$ cat src/rtl/scene_controller.sv
// Scene sequencer for the rhythm game: TITLE -> FADE -> PLAY -> RESULT -> TITLE, with start-key debounce and frame fade.
// Latency: PixelOut is registered, one cycle behind the layer inputs; state changes take effect on the next clock edge.
// Backpressure: none; the pixel stream is free-running and every input is consumed in the cycle it arrives.
module scene_controller #(
    parameter int DEBOUNCE_FRAMES = 4,
    parameter int RESULT_FRAMES   = 300
) (
    input  logic        OriginalClk,
    input  logic        Reset,
    input  logic        FrameTick,
    input  logic        StartKey,
    input  logic        SongDone,
    input  logic [15:0] BeginLayer,
    input  logic [15:0] PlayLayer,
    input  logic [15:0] EndLayer,
    output logic [15:0] PixelOut,
    output logic [1:0]  SceneState,
    output logic        GameStart,
    output logic        GameRunning
);

    // Fade length is a fixed property of the title artwork.
    localparam int FADE_FRAMES = 16;

    // Result counter is at least 9 bits, wider if the hold time needs it.
    localparam int RES_W = ($clog2(RESULT_FRAMES) > 9) ? $clog2(RESULT_FRAMES) : 9;

    localparam logic [2:0]       DEB_TH    = 3'(DEBOUNCE_FRAMES);
    localparam logic [2:0]       DEB_MAX   = 3'd7;
    localparam logic [3:0]       LVL_LAST  = 4'(FADE_FRAMES - 1);
    localparam logic [4:0]       FADE_FULL = 5'(FADE_FRAMES);
    localparam logic [RES_W-1:0] RES_LAST  = RES_W'(RESULT_FRAMES - 1);

    typedef enum logic [1:0] {
        ST_TITLE  = 2'd0,
        ST_FADE   = 2'd1,
        ST_PLAY   = 2'd2,
        ST_RESULT = 2'd3
    } state_t;

    state_t           r_state;
    state_t           w_state_next;
    logic [2:0]       r_deb_cnt;
    logic [2:0]       w_deb_next;
    logic             r_key_stable;
    logic             r_key_stable_d;
    logic             w_key_press;
    logic [3:0]       r_level;
    logic [RES_W-1:0] r_res_cnt;
    logic             r_was_play;
    logic [15:0]      r_pixel;
    logic [4:0]       w_scale;
    logic [4:0]       w_fade_r;
    logic [5:0]       w_fade_g;
    logic [4:0]       w_fade_b;
    logic [15:0]      w_fade_pix;

    // ------------------------------------------------------------------
    // Start-key debounce
    // ------------------------------------------------------------------

    // Saturating increment so a long hold never wraps back below threshold.
    always_comb begin
        w_deb_next = (r_deb_cnt == DEB_MAX) ? DEB_MAX : r_deb_cnt + 3'd1;
    end

    // Sample the key once per frame; any low sample restarts the count and drops KeyStable.
    always_ff @(posedge OriginalClk) begin
        if (Reset) begin
            r_deb_cnt    <= 3'd0;
            r_key_stable <= 1'b0;
        end else if (FrameTick) begin
            if (StartKey) begin
                r_deb_cnt <= w_deb_next;
                if (w_deb_next >= DEB_TH) begin
                    r_key_stable <= 1'b1;
                end
            end else begin
                r_deb_cnt    <= 3'd0;
                r_key_stable <= 1'b0;
            end
        end
    end

    // Delayed copy of KeyStable for rising-edge detection.
    always_ff @(posedge OriginalClk) begin
        if (Reset) begin
            r_key_stable_d <= 1'b0;
        end else begin
            r_key_stable_d <= r_key_stable;
        end
    end

    // One pulse per press: a held key stays stable and never re-triggers,
    // so a key held from TITLE cannot also end RESULT.
    always_comb begin
        w_key_press = r_key_stable & ~r_key_stable_d;
    end

    // ------------------------------------------------------------------
    // Scene FSM
    // ------------------------------------------------------------------

    // State register.
    always_ff @(posedge OriginalClk) begin
        if (Reset) begin
            r_state <= ST_TITLE;
        end else begin
            r_state <= w_state_next;
        end
    end

    // Next-state decode; events that do not apply to the current scene are dropped, not queued.
    always_comb begin
        w_state_next = r_state;
        case (r_state)
            ST_TITLE: begin
                if (w_key_press) begin
                    w_state_next = ST_FADE;
                end
            end
            ST_FADE: begin
                if (FrameTick && (r_level == LVL_LAST)) begin
                    w_state_next = ST_PLAY;
                end
            end
            ST_PLAY: begin
                if (SongDone) begin
                    w_state_next = ST_RESULT;
                end
            end
            ST_RESULT: begin
                if (w_key_press || (FrameTick && (r_res_cnt == RES_LAST))) begin
                    w_state_next = ST_TITLE;
                end
            end
            default: w_state_next = ST_TITLE;
        endcase
    end

    // Remembers whether the previous cycle was PLAY, so GameStart marks only the first PLAY cycle.
    always_ff @(posedge OriginalClk) begin
        if (Reset) begin
            r_was_play <= 1'b0;
        end else begin
            r_was_play <= (r_state == ST_PLAY);
        end
    end

    // Status outputs decoded from the current state.
    always_comb begin
        GameRunning = (r_state == ST_PLAY);
        GameStart   = (r_state == ST_PLAY) && !r_was_play;
    end

    assign SceneState = r_state;

    // ------------------------------------------------------------------
    // Scene counters
    // ------------------------------------------------------------------

    // Fade level: held at 0 outside FADE so it starts from 0 on entry; the 16th tick wraps it back to 0.
    always_ff @(posedge OriginalClk) begin
        if (Reset) begin
            r_level <= 4'd0;
        end else if (r_state != ST_FADE) begin
            r_level <= 4'd0;
        end else if (FrameTick) begin
            r_level <= r_level + 4'd1;
        end
    end

    // Result hold counter: only ticks seen while already in RESULT count,
    // so a tick arriving with SongDone leaves it at 0.
    always_ff @(posedge OriginalClk) begin
        if (Reset) begin
            r_res_cnt <= '0;
        end else if (r_state != ST_RESULT) begin
            r_res_cnt <= '0;
        end else if (FrameTick) begin
            r_res_cnt <= r_res_cnt + RES_W'(1);
        end
    end

    // ------------------------------------------------------------------
    // Pixel path
    // ------------------------------------------------------------------

    // Per-channel fade: ch * (16 - level) >> 4, done at 11 bits so 63*16 cannot overflow.
    always_comb begin
        w_scale    = FADE_FULL - {1'b0, r_level};
        w_fade_r   = 5'((11'(BeginLayer[15:11]) * 11'(w_scale)) >> 4);
        w_fade_g   = 6'((11'(BeginLayer[10:5])  * 11'(w_scale)) >> 4);
        w_fade_b   = 5'((11'(BeginLayer[4:0])   * 11'(w_scale)) >> 4);
        w_fade_pix = {w_fade_r, w_fade_g, w_fade_b};
    end

    // Layer select from the state and level held before this edge, registered toward the VGA driver.
    always_ff @(posedge OriginalClk) begin
        if (Reset) begin
            r_pixel <= 16'h0000;
        end else begin
            case (r_state)
                ST_TITLE:  r_pixel <= BeginLayer;
                ST_FADE:   r_pixel <= w_fade_pix;
                ST_PLAY:   r_pixel <= PlayLayer;
                ST_RESULT: r_pixel <= EndLayer;
                default:   r_pixel <= 16'h0000;
            endcase
        end
    end

    assign PixelOut = r_pixel;

endmodule
$ cat config.mk
export PLATFORM = sky130hd
export DESIGN_NAME = scene_controller
export DESIGN_NICKNAME = d
export VERILOG_FILES = /design/src/rtl/scene_controller.sv
export SDC_FILE = /design/constraint.sdc
export NUM_CORES = 1
export LEC_CHECK = 0
export CORE_MARGIN = 8
export CORE_UTILIZATION = 55
export CTS_BUF_LIST = sky130_fd_sc_hd__clkbuf_4 sky130_fd_sc_hd__clkbuf_8 sky130_fd_sc_hd__clkbuf_16
export DETAILED_ROUTE_END_ITERATION = 10
export GPL_TIMING_DRIVEN = 0
export PLACE_DENSITY = 0.84
export SYNTH_ARGS = -nofsm -noshare
export SYNTH_HDL_FRONTEND = slang
export SYNTH_SLANG_ARGS = --single-unit
$ cat constraint.sdc
create_clock -name OriginalClk -period 9.5 [get_ports OriginalClk]
set_input_delay 0.95 -clock OriginalClk [delete_from_list [all_inputs] [get_ports OriginalClk]]
set_output_delay 0.95 -clock OriginalClk [all_outputs]
set_load 0.03 [all_outputs]
# Yosys cells after proc, flatten, opt, wreduce, memory -nomap -nowiden
# Index checks and enable logic that the tools add are counted.
[word_totals]
in_bits = 53
elab_cells = 51
output_inout_bits = 20
ff_bits = 37
[op_classes]
mux = 10
magnitude_cmp = 1
reduce_logical = 10
addsub = 4
n_mul = 3
bitwise = 2
n_eq_ne = 13
[ops]
columns = ["op", "n"]
rows = [
  ["$pmux W16 S4", 1],
  ["$mul A5 B5 Y9", 2],
  ["$mul A6 B5 Y10", 1],
  ["$ne A2 B2 Y1 const B", 5],
  ["$add A9 B1 Y9 const B", 1],
  ["$eq A9 B9 Y1 const B", 1],
  ["$mux W2", 4],
  ["$pmux W2 S4", 1],
  ["$mux W3", 2],
  ["$sub A5 B4 Y5 const A", 1],
  ["$add A4 B1 Y4 const B", 1],
  ["$eq A2 B2 Y1 const B", 2],
  ["$eq A4 B4 Y1 const B", 1],
  ["$ne A2 B1 Y1 const B", 2],
  ["$reduce_and A4 Y1", 1],
  ["$reduce_or A2 Y1", 2],
  ["$add A3 B1 Y3 const B", 1],
  ["$eq A3 B3 Y1 const B", 1],
  ["$ge A3 B3 Y1 const B", 1],
  ["$logic_and A1 B1 Y1", 3],
  ["$eq A2 B1 Y1 const B", 1],
  ["$logic_not A2 Y1", 1],
  ["$mux W1", 2],
  ["$reduce_and A2 Y1", 1],
  ["4 further kinds", 4],
]

# Depth between registers and ports, before layout
[logic_depth]
word_depth = 5
depth_mapped = 19
depth_no_buf = 17

# Worst setup path before layout
# OpenSTA, ideal clock, no wires.
[synth_timing]
kind = "reg2reg"
startpoint = "reg r_level[0]"
endpoint = "reg r_pixel[7], in the netlist PixelOut[7]"
required_time_ns = 9.405
path_buffers = 2
slack_ns = 4.638
t_arrival_ns = 4.767
setup_time_ns = 0.095
path_stages_with_launch = 17
period_less_slack_ns = 4.862
path_cell_list = "dfxtp_1 -> clkbuf_1 -> inv_1 -> ha_1 -> xnor2_1 -> clkbuf_1 -> nand2_1 -> fa_1 -> fa_1 -> fa_1 -> inv_1 -> ha_1 -> a21oi_1 -> o32ai_4 -> o21a_1 -> or3b_2 -> a221oi_1"
[synth_via]
elab_chain_cells = 3
[synth_lines]
columns = ["element", "line", "rtl"]
rows = [
  ["from (decl)", "48", "logic [3:0] r_level;"],
  ["from (signal assigned)", "169", "r_level <= r_level + 4'd1;"],
  ["$sub A5 B4 Y5", "191", "w_scale = FADE_FULL - {1'b0, r_level};"],
  ["$mul A6 B5 Y10", "193", "w_fade_g = 6'((11'(BeginLayer[10:5]) * 11'(w_scale)) >> 4);"],
  ["$pmux W16 S4", "203", "case (r_state)"],
  ["to (signal assigned)", "204", "ST_TITLE: r_pixel <= BeginLayer;"],
  ["to (signal assigned)", "205", "ST_FADE: r_pixel <= w_fade_pix;"],
  ["to (signal assigned)", "206", "ST_PLAY: r_pixel <= PlayLayer;"],
  ["to (decl)", "51", "logic [15:0] r_pixel;"],
]
# Every way passes these cells.
# A chain may end at the register's enable or synchronous reset.

# Worst setup path in the final report
# Ends and elaborated chain as after synthesis.

==> results.toml <==
[clock_network]
post_cts_resized = 0
h_tree_depth_reported_by_cts = 2
tritoncts = "done"
root_buffer = "sky130_fd_sc_hd__clkbuf_8"
cts_setup_buffers = 0
clk_transition_reported_paths_ns = 0.08
number_of_buffers_inserted_during_clock_tree_synthesis = 5
cts_buffer_depth = 2
postCtsHoldBufs = 0
cts.sink_count = 37
clk-insertion-delay-late_ns = 0.30

[critical_path]
category_of_the_critical_setup_timing_path = "reg -> reg"
critical_path.most_common_cell = "sky130_fd_sc_hd__fa_1"
startpoint = "r_level[0]"
worstSetupEndpointType = "flip-flop"
regToRegStartpoint = "r_level[0]"
timing.critical_path.from_type = "flip-flop"
worst_ep_arrival_time_ns = 6.06
critPathCapture = "PixelOut[7]"
cpLargestDelayFamily = "adder cells"
critical_path_required_ns = 9.70
crit_fanout = 10
critical_path.slowest_cell = "sky130_fd_sc_hd__fa_1"
cp.buffers_inverters = 4
regToRegSetupSlack_ns = 3.64
timing.critical_path.depth = 16
crit_path_cell_trace = "clkbuf_1 > inv_1 > ha_1 > xnor2_1 > clkbuf_1 > nand2_1 > fa_1 > fa_1 > fa_1 > inv_1 > ha_1 > a21oi_1 > o32ai_4 > o21a_1 > or3b_2 > a221oi_1"
r2r.worst_path.cells = 16
slowest_delay_ns = 0.54
rr_endpoint = "PixelOut[7]"

[sta]
worst_pin_slew_ns = 0.6515
totalNegativeSetupSlack_ns = 0
slew_headroom_pct = 56.25
timing.clock.skew_ns = 0.005285
final-setup-viol-count = 0
fmax_mhz = 170.6
rsz0062_at_grt = "no"
final_hold_vios = 0
period_minus_slack_ns = 5.861
tcrit_tclk_final_pct = 61.69
slew_viol_final = 0

[power]
p_int_mw = 0.3520
flop_pwr_share_pct = 30.4
max-vdd-ir-drop_v = 0.0001079
total_leakage_power_nw = 2.125
comb_power_share_pct = 50.9
p_sw_mw = 0.2386
powerDensity_nw_per_um2 = 125.5
power.clock.fraction_pct = 18.7
switching_share_pct = 40.40

[synthesis]
netlist.area_leader.share_pct = 19.40
netlist_area_um2 = 3817
ys_seq_elements = 37
postSynthAreaPerCell_um2 = 8.446
postSynthNetCount = 583
post_synth_inst_count = 452
netlist-cell-type-count = 38
synth.yosys.warnings = 0
synth.area.top_cells = "sky130_fd_sc_hd__dfxtp_1 19%, sky130_fd_sc_hd__ha_1 18%, sky130_fd_sc_hd__fa_1 13%"
synth_largest_area_cell = "sky130_fd_sc_hd__dfxtp_1"
sequential_to_total_area_share_from_yosys_stat_pct = 19.40

[drt]
drt_iter0_markers = 156
detail_route.wirelength_um = 10330
drt_pass1_iterations = 4
routedWlPerCell_um = 16.93
postRouteAntennaNets = 0
route.vias.total = 3495
vias_per_cell = 5.730
post-route-drc-count = 0

[die]
die_h_um = 99.31
initial_core_utilization_pct = 56.50
coreArea_um2 = 6756
number_of_standard_cell_rows_in_the_floorplan = 30
dieWidth_um = 99.31
io-pin-count = 73
design.die.area_um2 = 9862

[hold_path]
min_path_type = "reg -> reg"
timing.hold.worst.start = "r_key_stable"

[placement]
detailedPlacementHpwl_um = 8508
placedInstanceArea_um2 = 4618
globalplace.congestion = 0.8636
port-buffer-count = 70

[run]
cap_viol_max_count = 0

[global_route]
global_route.overflow_total = 0
grt_antenna_before_repair = 0
grt_usage_pct = 21.77
vias_in_the_first_global_route = 3902
first_pass_grt_wire_length_um = 17640
grt_start_max_net_pins = 13

[run_status]
outcome = "finished clean"

[final_layout]
seq_area_um2 = 740.7
final_cell_area_um2 = 4705
syn_to_final_growth_pct = 23.24
final_nets = 660
nFillCells = 569
multi_input_gate_area_in_the_final_layout_um2 = 2776
diodes = 0
share_of_post_route_cells_with_drive_strength_above_1_pct = 2.830
## state kept, by name, summed over array words and instances (netlist names)
register        flops
PixelOut           16
r_res_cnt           9
r_level             4
r_deb_cnt           3
SceneState          2
r_key_stable        1
r_key_stable_d      1
r_was_play          1
## layer usage
metal  track usage [%]  part of all wire [%]
met5                 0                     0
met4             8.265                   2.3
met3             4.190                   5.5
met2             39.93                    52
met1             24.12                    40
## cells in the mapped netlist
master	instances
sky130_fd_sc_hd__buf_1	2
sky130_fd_sc_hd__a221oi_1	28
sky130_fd_sc_hd__fa_1	24
sky130_fd_sc_hd__o32ai_4	1
sky130_fd_sc_hd__nor2_1	28
sky130_fd_sc_hd__a21oi_1	13
sky130_fd_sc_hd__nor3b_2	1
sky130_fd_sc_hd__a31oi_1	2
sky130_fd_sc_hd__xnor2_1	20
sky130_fd_sc_hd__ha_1	54
sky130_fd_sc_hd__nand3b_1	1
sky130_fd_sc_hd__nor3_1	4
sky130_fd_sc_hd__inv_1	60
sky130_fd_sc_hd__nand4_1	8
sky130_fd_sc_hd__o2bb2ai_1	1
sky130_fd_sc_hd__or2_2	2
sky130_fd_sc_hd__clkbuf_1	18
sky130_fd_sc_hd__mux2i_1	3
sky130_fd_sc_hd__o221a_2	1
sky130_fd_sc_hd__xor2_1	14
sky130_fd_sc_hd__and3_1	1
sky130_fd_sc_hd__o32ai_1	2
sky130_fd_sc_hd__or3b_2	2
sky130_fd_sc_hd__o31ai_1	1
sky130_fd_sc_hd__a221o_1	1
sky130_fd_sc_hd__o21a_1	3
sky130_fd_sc_hd__a211oi_1	3
sky130_fd_sc_hd__a2bb2oi_1	1
sky130_fd_sc_hd__or4b_1	1
sky130_fd_sc_hd__nand3_1	8
sky130_fd_sc_hd__nand2b_1	5
sky130_fd_sc_hd__o21bai_1	5
sky130_fd_sc_hd__o21ai_0	8
sky130_fd_sc_hd__nor2b_1	5
sky130_fd_sc_hd__nand2_1	46
sky130_fd_sc_hd__and2_1	37
sky130_fd_sc_hd__dfxtp_1	37
sky130_fd_sc_hd__o211ai_1	1
## final cells by class
| class | instances | area share [%] |
|---|---|---|
| plain buffers | 20 | 1.596 |
| clock buffers | 5 | 1.463 |
| clock inverters | 3 | 0.3723 |
| inverters | 60 | 4.787 |
| multi-input cells | 335 | 59.02 |
| flip-flops and latches | 37 | 15.74 |
| well taps | 80 | 2.128 |
| repair buffers | 70 | 14.89 |
## tightest hold or removal path: stages, from the launching register on
cell and delay, ns:
sky130_fd_sc_hd__dfxtp_1 0.30, sky130_fd_sc_hd__inv_1 0.08, sky130_fd_sc_hd__nor2_1 0.05
## stage by stage
step / power, mW / worst slack, ns / cells / hold slack [ns] / utilization, %
after floorplan: 0.3722 / 4.638 / 452 / 0.4375 / -
after global routing: 0.6309 / 3.339 / 610 / 0.5247 / 69.63
final: 0.5906 / 3.639 / 610 / 0.4720 / 69.63
after CTS: 0.5926 / 3.674 / 610 / 0.4700 / 69.63
after global placement: 0.4735 / 3.833 / 602 / 0.4580 / 68.35
after detailed placement: 0.4830 / 3.701 / 602 / 0.4658 / 68.35
## power groups by stage
stage / combinational [mW] / clock, mW / sequential (mW)
3_3_place_gp: 0.291 / 0 / 0.183
5_1_grt: 0.330 / 0.119 / 0.182
4_1_cts: 0.302 / 0.111 / 0.180
2_1_floorplan: 0.155 / 0 / 0.217
3_5_place_dp: 0.300 / 0 / 0.183
6_report: 0.300 / 0.110 / 0.180
## kinds of logic (layout without fill, tap and decap cells)
kind of cell	count (synthesis)	after routing	synth area share, %
AOI/OAI and AO/OA	71	71	14.26
xor gates and xnor gates	34	34	7.801
adders and majority gates	78	78	30.29
buffers and inverters	80	158	7.866
DFF	37	37	19.40
muxes	3	3	0.7867
and+or+nand+nor	149	149	19.60
## how the worst min path moves through the flow
| stage | endpoint | depth (start not counted) | slack (ns) |
|---|---|---|---|
| 4_1_cts | r_key_stable_d | 2 | 0.47 |
| 6_report | r_key_stable_d | 2 | 0.47 |
| 5_1_grt | r_key_stable_d | 2 | 0.52 |
| 3_3_place_gp | r_key_stable_d | 2 | 0.46 |
| 2_1_floorplan | r_key_stable_d | 2 | 0.44 |
| 3_5_place_dp | r_key_stable_d | 2 | 0.47 |
## layout by cell type (no fill, tap or decap), types with 14 or more instances in the layout
| cell | Yosys | layout |
|---|---|---|
| sky130_fd_sc_hd__clkdlybuf4s50_1 | 0 | 70 |
| sky130_fd_sc_hd__inv_1 | 60 | 60 |
| sky130_fd_sc_hd__ha_1 | 54 | 54 |
| sky130_fd_sc_hd__nand2_1 | 46 | 46 |
| sky130_fd_sc_hd__dfxtp_1 | 37 | 37 |
| sky130_fd_sc_hd__and2_1 | 37 | 37 |
| sky130_fd_sc_hd__a221oi_1 | 28 | 28 |
| sky130_fd_sc_hd__nor2_1 | 28 | 28 |
| sky130_fd_sc_hd__fa_1 | 24 | 24 |
| sky130_fd_sc_hd__xnor2_1 | 20 | 20 |
| sky130_fd_sc_hd__clkbuf_1 | 18 | 18 |
| sky130_fd_sc_hd__xor2_1 | 14 | 14 |
Power figures use the tool's default switching activity.
